--- src/rtl/duck_round_ctrl.sv ---
// Game-round controller: click edge detection, hit/menu tests and the
// MENU/FLY/RESULT/GAME_OVER sequencing; every output is a register.
module duck_round_ctrl #(
   parameter int MENU_X0      = 200,
   parameter int MENU_X1      = 300,
   parameter int MENU_Y0      = 200,
   parameter int MENU_Y1      = 250,
   parameter int DUCK_SIZE    = 64,
   parameter int SHOTS        = 3,
   parameter int FLY_FRAMES   = 300,
   parameter int PAUSE_FRAMES = 60,
   parameter int NUM_DUCKS    = 10
) (
   input  logic                     vga_clk,
   input  logic                     Reset,
   input  logic                     frame_tick,
   input  logic [7:0]               MouseButtons,
   input  logic [9:0]               BallX,
   input  logic [9:0]               BallY,
   input  logic [9:0]               Duck_X,
   input  logic [9:0]               Duck_Y,
   output logic [1:0]               background,
   output logic                     start_game_signal,
   output logic [1:0]               shots_used,
   output logic [3:0]               duck_index,
   output logic [2*NUM_DUCKS-1:0]   duck_status,
   output logic [3:0]               hits,
   output logic                     duck_hit,
   output logic                     duck_escape,
   output logic                     game_over
);

   localparam int FLY_W   = (FLY_FRAMES > 2) ? $clog2(FLY_FRAMES) : 1;
   localparam int PAUSE_W = (PAUSE_FRAMES > 2) ? $clog2(PAUSE_FRAMES) : 1;

   typedef enum logic [1:0] {
      S_MENU   = 2'd0,
      S_FLY    = 2'd1,
      S_RESULT = 2'd2,
      S_OVER   = 2'd3
   } state_t;

   state_t                 r_state;
   logic [1:0]             r_background;
   logic                   r_start;
   logic [1:0]             r_shots;
   logic [3:0]             r_idx;
   logic [2*NUM_DUCKS-1:0] r_status;
   logic [3:0]             r_hits;
   logic                   r_hit;
   logic                   r_escape;
   logic                   r_over;
   logic [FLY_W-1:0]       r_fly_cnt;
   logic [PAUSE_W-1:0]     r_pause_cnt;
   logic                   r_click_now;
   logic                   r_click_prev;
   logic                   r_armed;

   logic        w_btn, w_click, w_in_duck, w_in_menu;
   logic        w_last_shot, w_fly_last, w_pause_last, w_idx_last;
   logic [1:0]  w_shots_inc;
   logic [10:0] w_bx, w_by, w_dx, w_dy;

   assign w_btn = (MouseButtons == 8'd2);
   // r_armed stays low until the button is seen released after reset, so a
   // button held through reset cannot produce a click on the first edges.
   assign w_click = r_click_now & ~r_click_prev & r_armed;

   assign w_bx = {1'b0, BallX};
   assign w_by = {1'b0, BallY};
   assign w_dx = {1'b0, Duck_X};
   assign w_dy = {1'b0, Duck_Y};

   assign w_in_duck = (w_bx >= w_dx) && (w_bx < w_dx + 11'(DUCK_SIZE)) &&
                      (w_by >= w_dy) && (w_by < w_dy + 11'(DUCK_SIZE));
   assign w_in_menu = (w_bx >= 11'(MENU_X0)) && (w_bx < 11'(MENU_X1)) &&
                      (w_by >= 11'(MENU_Y0)) && (w_by < 11'(MENU_Y1));

   assign w_shots_inc  = (r_shots == 2'(SHOTS)) ? r_shots : r_shots + 2'd1;
   assign w_last_shot  = (w_shots_inc == 2'(SHOTS));
   assign w_fly_last   = frame_tick && (r_fly_cnt == FLY_W'(FLY_FRAMES - 1));
   assign w_pause_last = frame_tick && (r_pause_cnt == PAUSE_W'(PAUSE_FRAMES - 1));
   assign w_idx_last   = (r_idx == 4'(NUM_DUCKS - 1));

   always_ff @(posedge vga_clk or posedge Reset) begin
      if (Reset) begin
         r_state      <= S_MENU;
         r_background <= 2'b00;
         r_start      <= 1'b0;
         r_shots      <= '0;
         r_idx        <= '0;
         r_status     <= '0;
         r_hits       <= '0;
         r_hit        <= 1'b0;
         r_escape     <= 1'b0;
         r_over       <= 1'b0;
         r_fly_cnt    <= '0;
         r_pause_cnt  <= '0;
         r_click_now  <= 1'b0;
         r_click_prev <= 1'b1;
         r_armed      <= 1'b0;
      end else begin
         r_click_now  <= w_btn;
         r_click_prev <= r_click_now;
         r_armed      <= r_armed | ~w_btn;
         r_start      <= 1'b0;
         r_hit        <= 1'b0;
         r_escape     <= 1'b0;

         case (r_state)
            S_MENU: begin
               if (w_click && w_in_menu) begin
                  r_start      <= 1'b1;
                  r_status     <= '0;
                  r_hits       <= '0;
                  r_idx        <= '0;
                  r_shots      <= '0;
                  r_fly_cnt    <= '0;
                  r_pause_cnt  <= '0;
                  r_background <= 2'b01;
                  r_state      <= S_FLY;
               end
            end

            S_FLY: begin
               if (frame_tick) r_fly_cnt <= r_fly_cnt + FLY_W'(1);
               if (w_click) r_shots <= w_shots_inc;
               // A hit outranks a coincident timeout; any escape cause gives one pulse.
               if (w_click && w_in_duck) begin
                  for (int unsigned k = 0; k < NUM_DUCKS; k++)
                     if (r_idx == 4'(k)) r_status[2*k +: 2] <= 2'b10;
                  r_hits  <= (r_hits == 4'hF) ? r_hits : r_hits + 4'd1;
                  r_hit   <= 1'b1;
                  r_state <= S_RESULT;
               end else if ((w_click && w_last_shot) || w_fly_last) begin
                  for (int unsigned k = 0; k < NUM_DUCKS; k++)
                     if (r_idx == 4'(k)) r_status[2*k +: 2] <= 2'b01;
                  r_escape <= 1'b1;
                  r_state  <= S_RESULT;
               end
            end

            S_RESULT: begin
               if (w_pause_last) begin
                  r_pause_cnt <= '0;
                  if (w_idx_last) begin
                     r_over  <= 1'b1;
                     r_state <= S_OVER;
                  end else begin
                     r_idx     <= r_idx + 4'd1;
                     r_shots   <= '0;
                     r_fly_cnt <= '0;
                     r_state   <= S_FLY;
                  end
               end else if (frame_tick) begin
                  r_pause_cnt <= r_pause_cnt + PAUSE_W'(1);
               end
            end

            S_OVER: begin
               if (w_click) begin
                  r_over       <= 1'b0;
                  r_background <= 2'b00;
                  r_state      <= S_MENU;
               end
            end

            default: r_state <= S_MENU;
         endcase
      end
   end

   assign background        = r_background;
   assign start_game_signal = r_start;
   assign shots_used        = r_shots;
   assign duck_index        = r_idx;
   assign duck_status       = r_status;
   assign hits              = r_hits;
   assign duck_hit          = r_hit;
   assign duck_escape       = r_escape;
   assign game_over         = r_over;

endmodule

--- config.mk ---
export PLATFORM = sky130hd
export DESIGN_NAME = duck_round_ctrl
export DESIGN_NICKNAME = d
export VERILOG_FILES = /design/src/rtl/duck_round_ctrl.sv
export SDC_FILE = /design/constraint.sdc
export NUM_CORES = 1
export LEC_CHECK = 0
export CAP_MARGIN = 5
export CELL_PAD_IN_SITES_DETAIL_PLACEMENT = 0
export CELL_PAD_IN_SITES_GLOBAL_PLACEMENT = 1
export CORE_MARGIN = 1
export CORE_UTILIZATION = 30
export DETAILED_ROUTE_END_ITERATION = 6
export PLACE_DENSITY_LB_ADDON = 0.1
export SLEW_MARGIN = 10
export SYNTH_ARGS = -nofsm -noshare
export SYNTH_HDL_FRONTEND = slang
export SYNTH_SLANG_ARGS = --single-unit
export TNS_END_PERCENT = 20
--- constraint.sdc ---
create_clock -name vga_clk -period 6.7 [get_ports vga_clk]
set_clock_uncertainty 0.15 [all_clocks]
set_input_delay 1.34 -clock vga_clk [delete_from_list [all_inputs] [get_ports vga_clk]]
set_output_delay 1.34 -clock vga_clk [all_outputs]
set_load 0.05 [all_outputs]
==> metrics.txt, run 1 <==
# TYPE chip_impl_metric gauge
chip_impl_metric{name="final.hold.worst_slack",unit="ns"} 0.2352
chip_impl_metric{name="timing.final.hold_violations",unit=""} 0
chip_impl_metric{name="grt_remaining_overflow",unit=""} 0
chip_impl_metric{name="boundaryPins",unit=""} 87
chip_impl_metric{name="min_period_over_period",unit=""} 0.6539
chip_impl_metric{name="postCtsResizedCells",unit=""} 0
chip_impl_metric{name="path_clk_slew",unit="ns"} 0.07
chip_impl_metric{name="clk-insertion-delay-late",unit="ns"} 0.29
chip_impl_metric{name="htree_levels",unit=""} 2
chip_impl_metric{name="ant_nets",unit=""} 0
chip_impl_metric{name="max-slew-margin-rel",unit=""} 0.2556
chip_impl_info{name="ys.flop_type",value="sky130_fd_sc_hd__dfrtp_1"} 1
chip_impl_metric{name="required",unit="ns"} 6.77
chip_impl_metric{name="min_period",unit="ns"} 4.381
chip_impl_metric{name="grt_antenna_before_repair",unit=""} 0
chip_impl_metric{name="powerDensity",unit="nW/um^2"} 254.1
chip_impl_metric{name="numPortBuffers",unit=""} 85
chip_impl_metric{name="finish.instance_area",unit="sq um"} 5079
chip_impl_metric{name="worst_ir_drop_vdd",unit="mV"} 0.1423
chip_impl_info{name="hold_path_startpoint",value="r_click_now$_DFF_PP0_"} 1
chip_impl_metric{name="layout-drive-gt1-share",unit=""} 0.04571
chip_impl_metric{name="synth_enable_flop_cells",unit=""} 0
chip_impl_info{name="critPathKind",value="input port to flip-flop"} 1
chip_impl_info{name="critical-path-top-cell-by-count",value="sky130_fd_sc_hd__ha_1"} 1
chip_impl_metric{name="multiInputGateArea",unit="sq um"} 2273
chip_impl_metric{name="cts_inserted_buffers",unit=""} 5
chip_impl_metric{name="synth-seq-cells",unit=""} 55
chip_impl_info{name="worstPathCellList",value="clkdlybuf4s50_1, ha_1, xnor2_1, ha_1, a21o_1, nand3_1, o2111ai_1, or2_1, nor4_2, a221oi_1, o21ai_1"} 1
chip_impl_metric{name="first_global_vias",unit=""} 3420
chip_impl_metric{name="routed_via_density",unit=""} 5.116
chip_impl_metric{name="max_clock_freq",unit="MHz"} 228.2
chip_impl_metric{name="ctsHoldBuffers",unit=""} 0
chip_impl_metric{name="synthArstFlopShare",unit=""} 1.000
chip_impl_metric{name="setup_total_negative_slack",unit="ns"} 0
chip_impl_info{name="worst_setup_path_startpoint",value="Duck_X[6]"} 1
chip_impl_metric{name="nNetsFinal",unit=""} 612
chip_impl_metric{name="synthesis.area_per_instance",unit="sq um"} 8.719
chip_impl_metric{name="rows",unit=""} 41
chip_impl_metric{name="cts_setup_buffers",unit=""} 0
chip_impl_metric{name="cpPeakStageDelay",unit="ns"} 0.93
chip_impl_metric{name="netlist.area_leader.share",unit=""} 0.3499
chip_impl_info{name="layout.cells.most_common_list",value="sky130_fd_sc_hd__clkdlybuf4s50_1 (85), sky130_fd_sc_hd__dfrtp_1 (54), sky130_fd_sc_hd__nand2_1 (43)"} 1
chip_impl_metric{name="wire_per_inst",unit="um"} 14.92
chip_impl_metric{name="cts.sinks",unit=""} 55
chip_impl_metric{name="ff2ff_setup_slack",unit="ns"} 3.73
chip_impl_metric{name="p_leak",unit="nW"} 2.235
chip_impl_info{name="startpoint_type",value="input port"} 1
chip_impl_info{name="synthDominantAreaCellType",value="sky130_fd_sc_hd__dfrtp_1"} 1
chip_impl_metric{name="worst-endpoint-arrival",unit="ns"} 4.45
chip_impl_metric{name="design.core.area",unit="sq um"} 12570
chip_impl_info{name="status",value="finished, final reports clean"} 1
chip_impl_info{name="min_path_type",value="flip-flop to flip-flop"} 1
chip_impl_metric{name="synth.cell_area",unit="sq um"} 3862
chip_impl_metric{name="drt_wl_total",unit="um"} 10400
chip_impl_metric{name="dp_cells",unit=""} 689
chip_impl_metric{name="r2r.worst_path.cells",unit=""} 9
chip_impl_metric{name="initial_cell_density_of_the_core",unit=""} 0.3073
chip_impl_metric{name="tightest_slew",unit="ns"} 1.107
chip_impl_metric{name="drcViolationCount",unit=""} 0
chip_impl_info{name="tritoncts",value="built"} 1
chip_impl_metric{name="maxCapViolations",unit=""} 0
chip_impl_metric{name="sequential_cell_area",unit="sq um"} 1378
chip_impl_metric{name="groute.usage.overall",unit=""} 0.1663
chip_impl_metric{name="n_antenna_cell",unit=""} 0
chip_impl_metric{name="seq_area_frac_synth",unit=""} 0.3567
chip_impl_info{name="destination_of_the_worst_register_to_register_timing_path",value="r_fly_cnt[7]$_DFFE_PP0P_"} 1
chip_impl_info{name="post_synth_main_area_contributors",value="sky130_fd_sc_hd__dfrtp_1 (35%), sky130_fd_sc_hd__ha_1 (12%), sky130_fd_sc_hd__nand3_1 (4.3%), sky130_fd_sc_hd__nand2_1 (4.2%), sky130_fd_sc_hd__inv_1 (3.7%)"} 1
chip_impl_metric{name="detailed_place.area",unit="sq um"} 4890
chip_impl_metric{name="design_power_total",unit="mW"} 1.290
chip_impl_info{name="worst_path_max_delay_cell",value="sky130_fd_sc_hd__nor4_2"} 1
chip_impl_metric{name="synthToLayoutAreaGrowth",unit="%"} 31.49
chip_impl_metric{name="detailedRoute.firstIterationViolations",unit=""} 199
chip_impl_metric{name="die_width",unit="um"} 115.5
chip_impl_metric{name="drv_slew",unit=""} 0
chip_impl_metric{name="synth_fp_nets",unit=""} 531
chip_impl_info{name="ctsRootBufferMaster",value="sky130_fd_sc_hd__clkbuf_16"} 1
chip_impl_metric{name="cell_count_after_synthesis",unit=""} 443
chip_impl_info{name="timing.critical_path.to_type",value="flip-flop"} 1
chip_impl_metric{name="cts_max_path_buffers",unit=""} 2
chip_impl_metric{name="netlist-cell-type-count",unit=""} 61
chip_impl_metric{name="min_path_cells",unit=""} 0
chip_impl_info{name="grt_setup_unrepaired",value="no"} 1
chip_impl_metric{name="full_die_area",unit="sq um"} 13330
chip_impl_metric{name="num_vias",unit=""} 3566
chip_impl_metric{name="maximum_number_of_pins_on_one_net_before_global_route_repair",unit=""} 56
chip_impl_info{name="layout.cells.most_common",value="sky130_fd_sc_hd__clkdlybuf4s50_1"} 1
chip_impl_metric{name="die_h",unit="um"} 115.5
chip_impl_metric{name="layoutNonFillerInstCount",unit=""} 697
chip_impl_metric{name="grt_first_pass_wirelength",unit="um"} 17320
chip_impl_info{name="terminating_pin_of_the_worst_hold_path",value="r_click_prev$_DFF_PP1_"} 1
chip_impl_metric{name="synthesis.yosys.warnings",unit=""} 0
chip_impl_metric{name="critical_path_fanouts_max",unit=""} 10
chip_impl_metric{name="finalSetupViolations",unit=""} 0
chip_impl_metric{name="dp.final_hpwl",unit="um"} 7867
chip_impl_metric{name="place.gp.congestion",unit=""} 0.7962
chip_impl_info{name="regToRegStartpoint",value="duck_index[1]$_DFFE_PP0P_"} 1
chip_impl_metric{name="layout.filler_cells",unit=""} 1288
chip_impl_metric{name="detailedRoute.firstPassIterationCount",unit=""} 4
==> final cells by class <==
cell class	count	share of cell area
Clock buffer	6	0.02538
Sequential cell	55	0.2712
Clock inverter	2	0.01183
Inverter	38	0.02809
Multi-Input combinational cell	335	0.4476
Tap cell	172	0.04237
Timing Repair Buffer	89	0.1734
==> registers in the layout, indices dropped and copies added, names as in the netlist, 2 cells and up <==
name         count
shots_used       2
hits             4
r_pause_cnt      6
r_state          2
r_fly_cnt        9
duck_status     20
duck_index       4
==> worst max path at each step <==
| stage | end | slack [ns] | cells after the start |
|---|---|---|---|
| global placement | r_state[1]$_DFFE_PP0P_ | 2.09 | 10 |
| floorplan | duck_status[13]$_DFFE_PP0P_ | 3.10 | 10 |
| global route | duck_status[7]$_DFFE_PP0P_ | 1.98 | 11 |
| detailed placement | duck_status[3]$_DFFE_PP0P_ | 2.01 | 11 |
| CTS | duck_status[3]$_DFFE_PP0P_ | 2.31 | 11 |
| finish | duck_status[3]$_DFFE_PP0P_ | 2.32 | 11 |
==> report_power, final <==
| part | leakage, nW | internal [mW] | switching [mW] |
|---|---|---|---|
| Combinational | 1.49 | 0.199 | 0.312 |
| Clock | 0.0911 | 0.215 | 0.123 |
| Sequential | 0.656 | 0.381 | 0.0605 |
| Total | 2.23 | 0.795 | 0.495 |
==> per-layer routing <==
layer,GRT usage,share of wire,vias to the layer above
met2,0.2723,0.46,64
met4,0.03636,0.0096,0
met1,0.2289,0.49,1720
met5,0,0,-
met3,0.02929,0.035,10
li1,-,-,1772
==> critical path, delay by kind of cell <==
kind | cells | cell delay, ns
AOI/OAI and AO/OA | 4 | 0.68
xor gates and xnor gates | 1 | 0.13
adders and majority gates | 2 | 0.54
buffers and inverters | 1 | 0.47
and+or+nand+nor | 3 | 1.28
==> logic make-up after synthesis <==
family	Yosys count	share of synthesized area
mux	2	0.005183
xor+xnor	11	0.02494
fa+ha+maj	37	0.1199
flops	55	0.3567
other cells	1	0.0009709
simple gates	176	0.2407
compound gates	108	0.1970
buf+inv	53	0.05474
==> synthesized netlist by cell type (2+ instances only) <==
cell type and instances:
sky130_fd_sc_hd__nand3_1 33, sky130_fd_sc_hd__or3_1 4, sky130_fd_sc_hd__and2_1 11, sky130_fd_sc_hd__o2111ai_1 4
sky130_fd_sc_hd__o21ai_0 7, sky130_fd_sc_hd__nand3b_1 2, sky130_fd_sc_hd__o31ai_1 6, sky130_fd_sc_hd__and3b_2 2
sky130_fd_sc_hd__mux2i_1 2, sky130_fd_sc_hd__a311oi_1 2, sky130_fd_sc_hd__a32o_1 2, sky130_fd_sc_hd__nand4_1 15
sky130_fd_sc_hd__a31oi_1 3, sky130_fd_sc_hd__and4_1 2, sky130_fd_sc_hd__a21oi_1 23, sky130_fd_sc_hd__or4_1 3
sky130_fd_sc_hd__a21o_1 9, sky130_fd_sc_hd__inv_1 38, sky130_fd_sc_hd__a2bb2oi_1 8, sky130_fd_sc_hd__xnor2_1 4
sky130_fd_sc_hd__ha_1 37, sky130_fd_sc_hd__or2_1 2, sky130_fd_sc_hd__and3b_1 2, sky130_fd_sc_hd__xor2_1 7
sky130_fd_sc_hd__nand2_1 43, sky130_fd_sc_hd__dfrtp_1 54, sky130_fd_sc_hd__nor4_1 4, sky130_fd_sc_hd__o211ai_1 4
sky130_fd_sc_hd__a211oi_1 2, sky130_fd_sc_hd__a221oi_1 9, sky130_fd_sc_hd__nor2b_1 3, sky130_fd_sc_hd__nor2_1 34
sky130_fd_sc_hd__o21ai_1 18, sky130_fd_sc_hd__and3_1 2, sky130_fd_sc_hd__nand2b_1 5, sky130_fd_sc_hd__clkbuf_1 12
==> per-stage QoR <==
| stage | setup WS [ns] | utilization |
|---|---|---|
| floorplan | 3.098 | - |
| global placement | 2.085 | 0.3890 |
| detailed placement | 2.009 | 0.3890 |
| CTS | 2.313 | 0.4041 |
| global route | 1.975 | 0.4041 |
| finish | 2.319 | 0.4041 |
No activity file was read; power rests on OpenSTA's default activity.
==> run 2: changes to the inputs <==
- clock period: 6.7 -> 4.6 ns (I/O delays scaled with it)
==> run 2 against run 1 <==
Non-clock buffer count rose by 4. Highest routed layer unchanged. Die area unchanged. Core utilization about the same. Sequential share of layout area hardly changed. Total power grew 39%. Clock power is 20% higher. Register-to-register slack got worse by 2.1 ns. Largest power group unchanged. Critical endpoint is now hits[3]$_DFFE_PP0P_. Setup slack lost 1.4 ns. Cell count grew 0.57%. Flip-flop and latch count is the same.
==> metrics.txt, run 2 (synthesis gave the netlist of run 1 again) <==
# TYPE chip_impl_metric gauge
chip_impl_info{name="ctsRootBufferMaster",value="sky130_fd_sc_hd__clkbuf_16"} 1
chip_impl_metric{name="setup_total_negative_slack",unit="ns"} 0
chip_impl_metric{name="path_clk_slew",unit="ns"} 0.07
chip_impl_metric{name="cts.sinks",unit=""} 55
chip_impl_metric{name="boundaryPins",unit=""} 87
chip_impl_metric{name="cts_max_path_buffers",unit=""} 2
chip_impl_metric{name="cts_setup_buffers",unit=""} 0
chip_impl_metric{name="r2r.worst_path.cells",unit=""} 9
chip_impl_metric{name="max_clock_freq",unit="MHz"} 274.6
chip_impl_info{name="worst_path_max_delay_cell",value="sky130_fd_sc_hd__or4_1"} 1
chip_impl_info{name="status",value="finished, final reports clean"} 1
chip_impl_metric{name="postCtsResizedCells",unit=""} 0
chip_impl_metric{name="ctsHoldBuffers",unit=""} 0
chip_impl_info{name="tritoncts",value="built"} 1
chip_impl_metric{name="cts_inserted_buffers",unit=""} 5
chip_impl_metric{name="groute.usage.overall",unit=""} 0.1664
chip_impl_info{name="critPathKind",value="input port to flip-flop"} 1
chip_impl_metric{name="timing.final.hold_violations",unit=""} 0
chip_impl_metric{name="clk-insertion-delay-late",unit="ns"} 0.29
chip_impl_metric{name="min_period",unit="ns"} 3.642
chip_impl_info{name="layout.cells.most_common_list",value="sky130_fd_sc_hd__clkdlybuf4s50_1 (85), sky130_fd_sc_hd__dfrtp_1 (54), sky130_fd_sc_hd__nand2_1 (43)"} 1
chip_impl_metric{name="layout-drive-gt1-share",unit=""} 0.05293
chip_impl_metric{name="largest_reg_flops",unit=""} 20
chip_impl_metric{name="nNetsFinal",unit=""} 616
chip_impl_metric{name="maximum_number_of_pins_on_one_net_before_global_route_repair",unit=""} 40
chip_impl_info{name="destination_of_the_worst_register_to_register_timing_path",value="r_fly_cnt[7]$_DFFE_PP0P_"} 1
chip_impl_metric{name="n_antenna_cell",unit=""} 0
chip_impl_metric{name="die_width",unit="um"} 115.5
chip_impl_metric{name="critical_path_fanouts_max",unit=""} 16
chip_impl_metric{name="ant_nets",unit=""} 0
chip_impl_metric{name="detailedRoute.firstPassIterationCount",unit=""} 5
chip_impl_metric{name="routed_via_density",unit=""} 5.033
chip_impl_metric{name="max-slew-margin-rel",unit=""} 0.4364
chip_impl_metric{name="dp.final_hpwl",unit="um"} 7912
chip_impl_info{name="min_path_type",value="flip-flop to flip-flop"} 1
chip_impl_metric{name="rows",unit=""} 41
chip_impl_metric{name="ff2ff_setup_slack",unit="ns"} 1.63
chip_impl_metric{name="num_vias",unit=""} 3528
chip_impl_metric{name="tightest_slew",unit="ns"} 0.8442
chip_impl_metric{name="powerDensity",unit="nW/um^2"} 352.1
chip_impl_metric{name="worst_ir_drop_vdd",unit="mV"} 0.1879
chip_impl_metric{name="drt_wl_total",unit="um"} 10270
chip_impl_metric{name="dp_cells",unit=""} 693
chip_impl_metric{name="worst-endpoint-arrival",unit="ns"} 3.71
chip_impl_info{name="worstPathCellList",value="clkdlybuf4s50_1, ha_1, xnor2_1, ha_1, a21o_1, nand3_1, o2111ai_1, a21oi_1, a31oi_1, buf_4, or4_1, a21oi_1"} 1
chip_impl_info{name="worst_setup_path_startpoint",value="Duck_X[6]"} 1
chip_impl_metric{name="full_die_area",unit="sq um"} 13330
chip_impl_metric{name="grt_remaining_overflow",unit=""} 0
chip_impl_metric{name="initial_cell_density_of_the_core",unit=""} 0.3073
chip_impl_metric{name="die_h",unit="um"} 115.5
chip_impl_metric{name="wire_per_inst",unit="um"} 14.65
chip_impl_info{name="grt_setup_unrepaired",value="no"} 1
chip_impl_metric{name="place.gp.congestion",unit=""} 0.7479
chip_impl_metric{name="detailedRoute.firstIterationViolations",unit=""} 188
chip_impl_metric{name="required",unit="ns"} 4.67
chip_impl_metric{name="power.combinational.fraction",unit=""} 0.412
chip_impl_metric{name="maxCapViolations",unit=""} 0
chip_impl_metric{name="min_period_over_period",unit=""} 0.7917
chip_impl_metric{name="synthToLayoutAreaGrowth",unit="%"} 31.42
chip_impl_metric{name="multiInputGateArea",unit="sq um"} 2273
chip_impl_metric{name="sequential_cell_area",unit="sq um"} 1378
chip_impl_info{name="timing.critical_path.to_type",value="flip-flop"} 1
chip_impl_metric{name="layout.filler_cells",unit=""} 1287
chip_impl_metric{name="p_leak",unit="nW"} 2.241
chip_impl_metric{name="grt_antenna_before_repair",unit=""} 0
chip_impl_metric{name="netSwitchingPower",unit="mW"} 0.7096
chip_impl_metric{name="p_sw_frac",unit=""} 0.3971
chip_impl_info{name="regToRegStartpoint",value="duck_index[1]$_DFFE_PP0P_"} 1
chip_impl_metric{name="first_global_vias",unit=""} 3422
chip_impl_metric{name="drcViolationCount",unit=""} 0
chip_impl_metric{name="layoutNonFillerInstCount",unit=""} 701
chip_impl_metric{name="design.core.area",unit="sq um"} 12570
chip_impl_metric{name="cpPeakStageDelay",unit="ns"} 0.51
chip_impl_metric{name="htree_levels",unit=""} 2
chip_impl_metric{name="p_clk_frac",unit=""} 0.226
chip_impl_metric{name="numPortBuffers",unit=""} 85
chip_impl_metric{name="finalSetupViolations",unit=""} 0
chip_impl_metric{name="grt_first_pass_wirelength",unit="um"} 17340
chip_impl_info{name="layout.cells.most_common",value="sky130_fd_sc_hd__clkdlybuf4s50_1"} 1
chip_impl_info{name="startpoint_type",value="input port"} 1
chip_impl_metric{name="cell_internal_pwr",unit="mW"} 1.078
chip_impl_metric{name="drv_slew",unit=""} 0
chip_impl_info{name="worstSetupEndpoint",value="hits[3]$_DFFE_PP0P_"} 1
chip_impl_metric{name="power.share.sequential",unit=""} 0.361
chip_impl_metric{name="fin_util",unit=""} 0.4039
## run 2: cell count changes in the layout (fill, tap and decap cells not counted), sizes merged
| cell | previous run | this run |
|---|---|---|
| bufinv | 2 | 0 |
| clkbuf | 6 | 8 |
| buf | 4 | 8 |
## run 2: cell type report
type                            instances  area share
Clock buffer                            8     0.03081
Timing Repair Buffer                   93      0.1794
Tap cell                              172     0.04240
Inverter                               38     0.02810
Sequential cell                        55      0.2714
Multi-Input combinational cell        335      0.4479
## run 2: layer usage
metal	part of all wire	up-vias	GRT usage
met5	0	-	0
met1	0.49	1681	0.2380
met3	0.036	5	0.02354
met4	0.0059	0	0.03117
li1	-	1774	-
met2	0.47	68	0.2683
## run 2: per-stage QoR
| step | setup WS [ns] | hold WS (ns) | power, mW | cell area (sq um) |
|---|---|---|---|---|
| finish | 0.9584 | 0.2342 | 1.787 | 5076 |
| global placement | 0.7395 | 0.2073 | 1.387 | 4920 |
| floorplan | 1.418 | 0.1975 | 1.158 | 3862 |
| detailed placement | 0.6712 | 0.2187 | 1.399 | 4920 |
| global route | 0.7295 | 0.2432 | 1.920 | 5076 |
| CTS | 0.9612 | 0.2359 | 1.811 | 5076 |
## run 2: critical path: cells and delay by family
family / cells / cell delay (ns)
AOI/OAI and AO/OA: 5 / 0.83
and+or+nand+nor: 2 / 0.59
buffers and inverters: 2 / 0.69
adders and majority gates: 2 / 0.55
xor gates and xnor gates: 1 / 0.14
## run 2: worst min-delay path by stage
stage,startpoint,end,slack (ns),cells past startpoint
final,r_click_now$_DFF_PP0_,r_click_prev$_DFF_PP1_,0.23,0
after global routing,r_click_now$_DFF_PP0_,r_click_prev$_DFF_PP1_,0.24,0
after CTS,r_click_now$_DFF_PP0_,r_click_prev$_DFF_PP1_,0.24,0
after detailed placement,r_click_now$_DFF_PP0_,r_click_prev$_DFF_PP1_,0.22,0
after global placement,r_click_now$_DFF_PP0_,r_click_prev$_DFF_PP1_,0.21,0
after floorplan,r_click_now$_DFF_PP0_,r_click_prev$_DFF_PP1_,0.20,0
## run 2: power by group through the flow
stage	clock network (mW)	registers [mW]	logic, mW
after floorplan	0	0.757	0.402
after CTS	0.419	0.646	0.746
final	0.405	0.645	0.737
after global routing	0.435	0.661	0.824
after detailed placement	0	0.655	0.744
after global placement	0	0.652	0.735
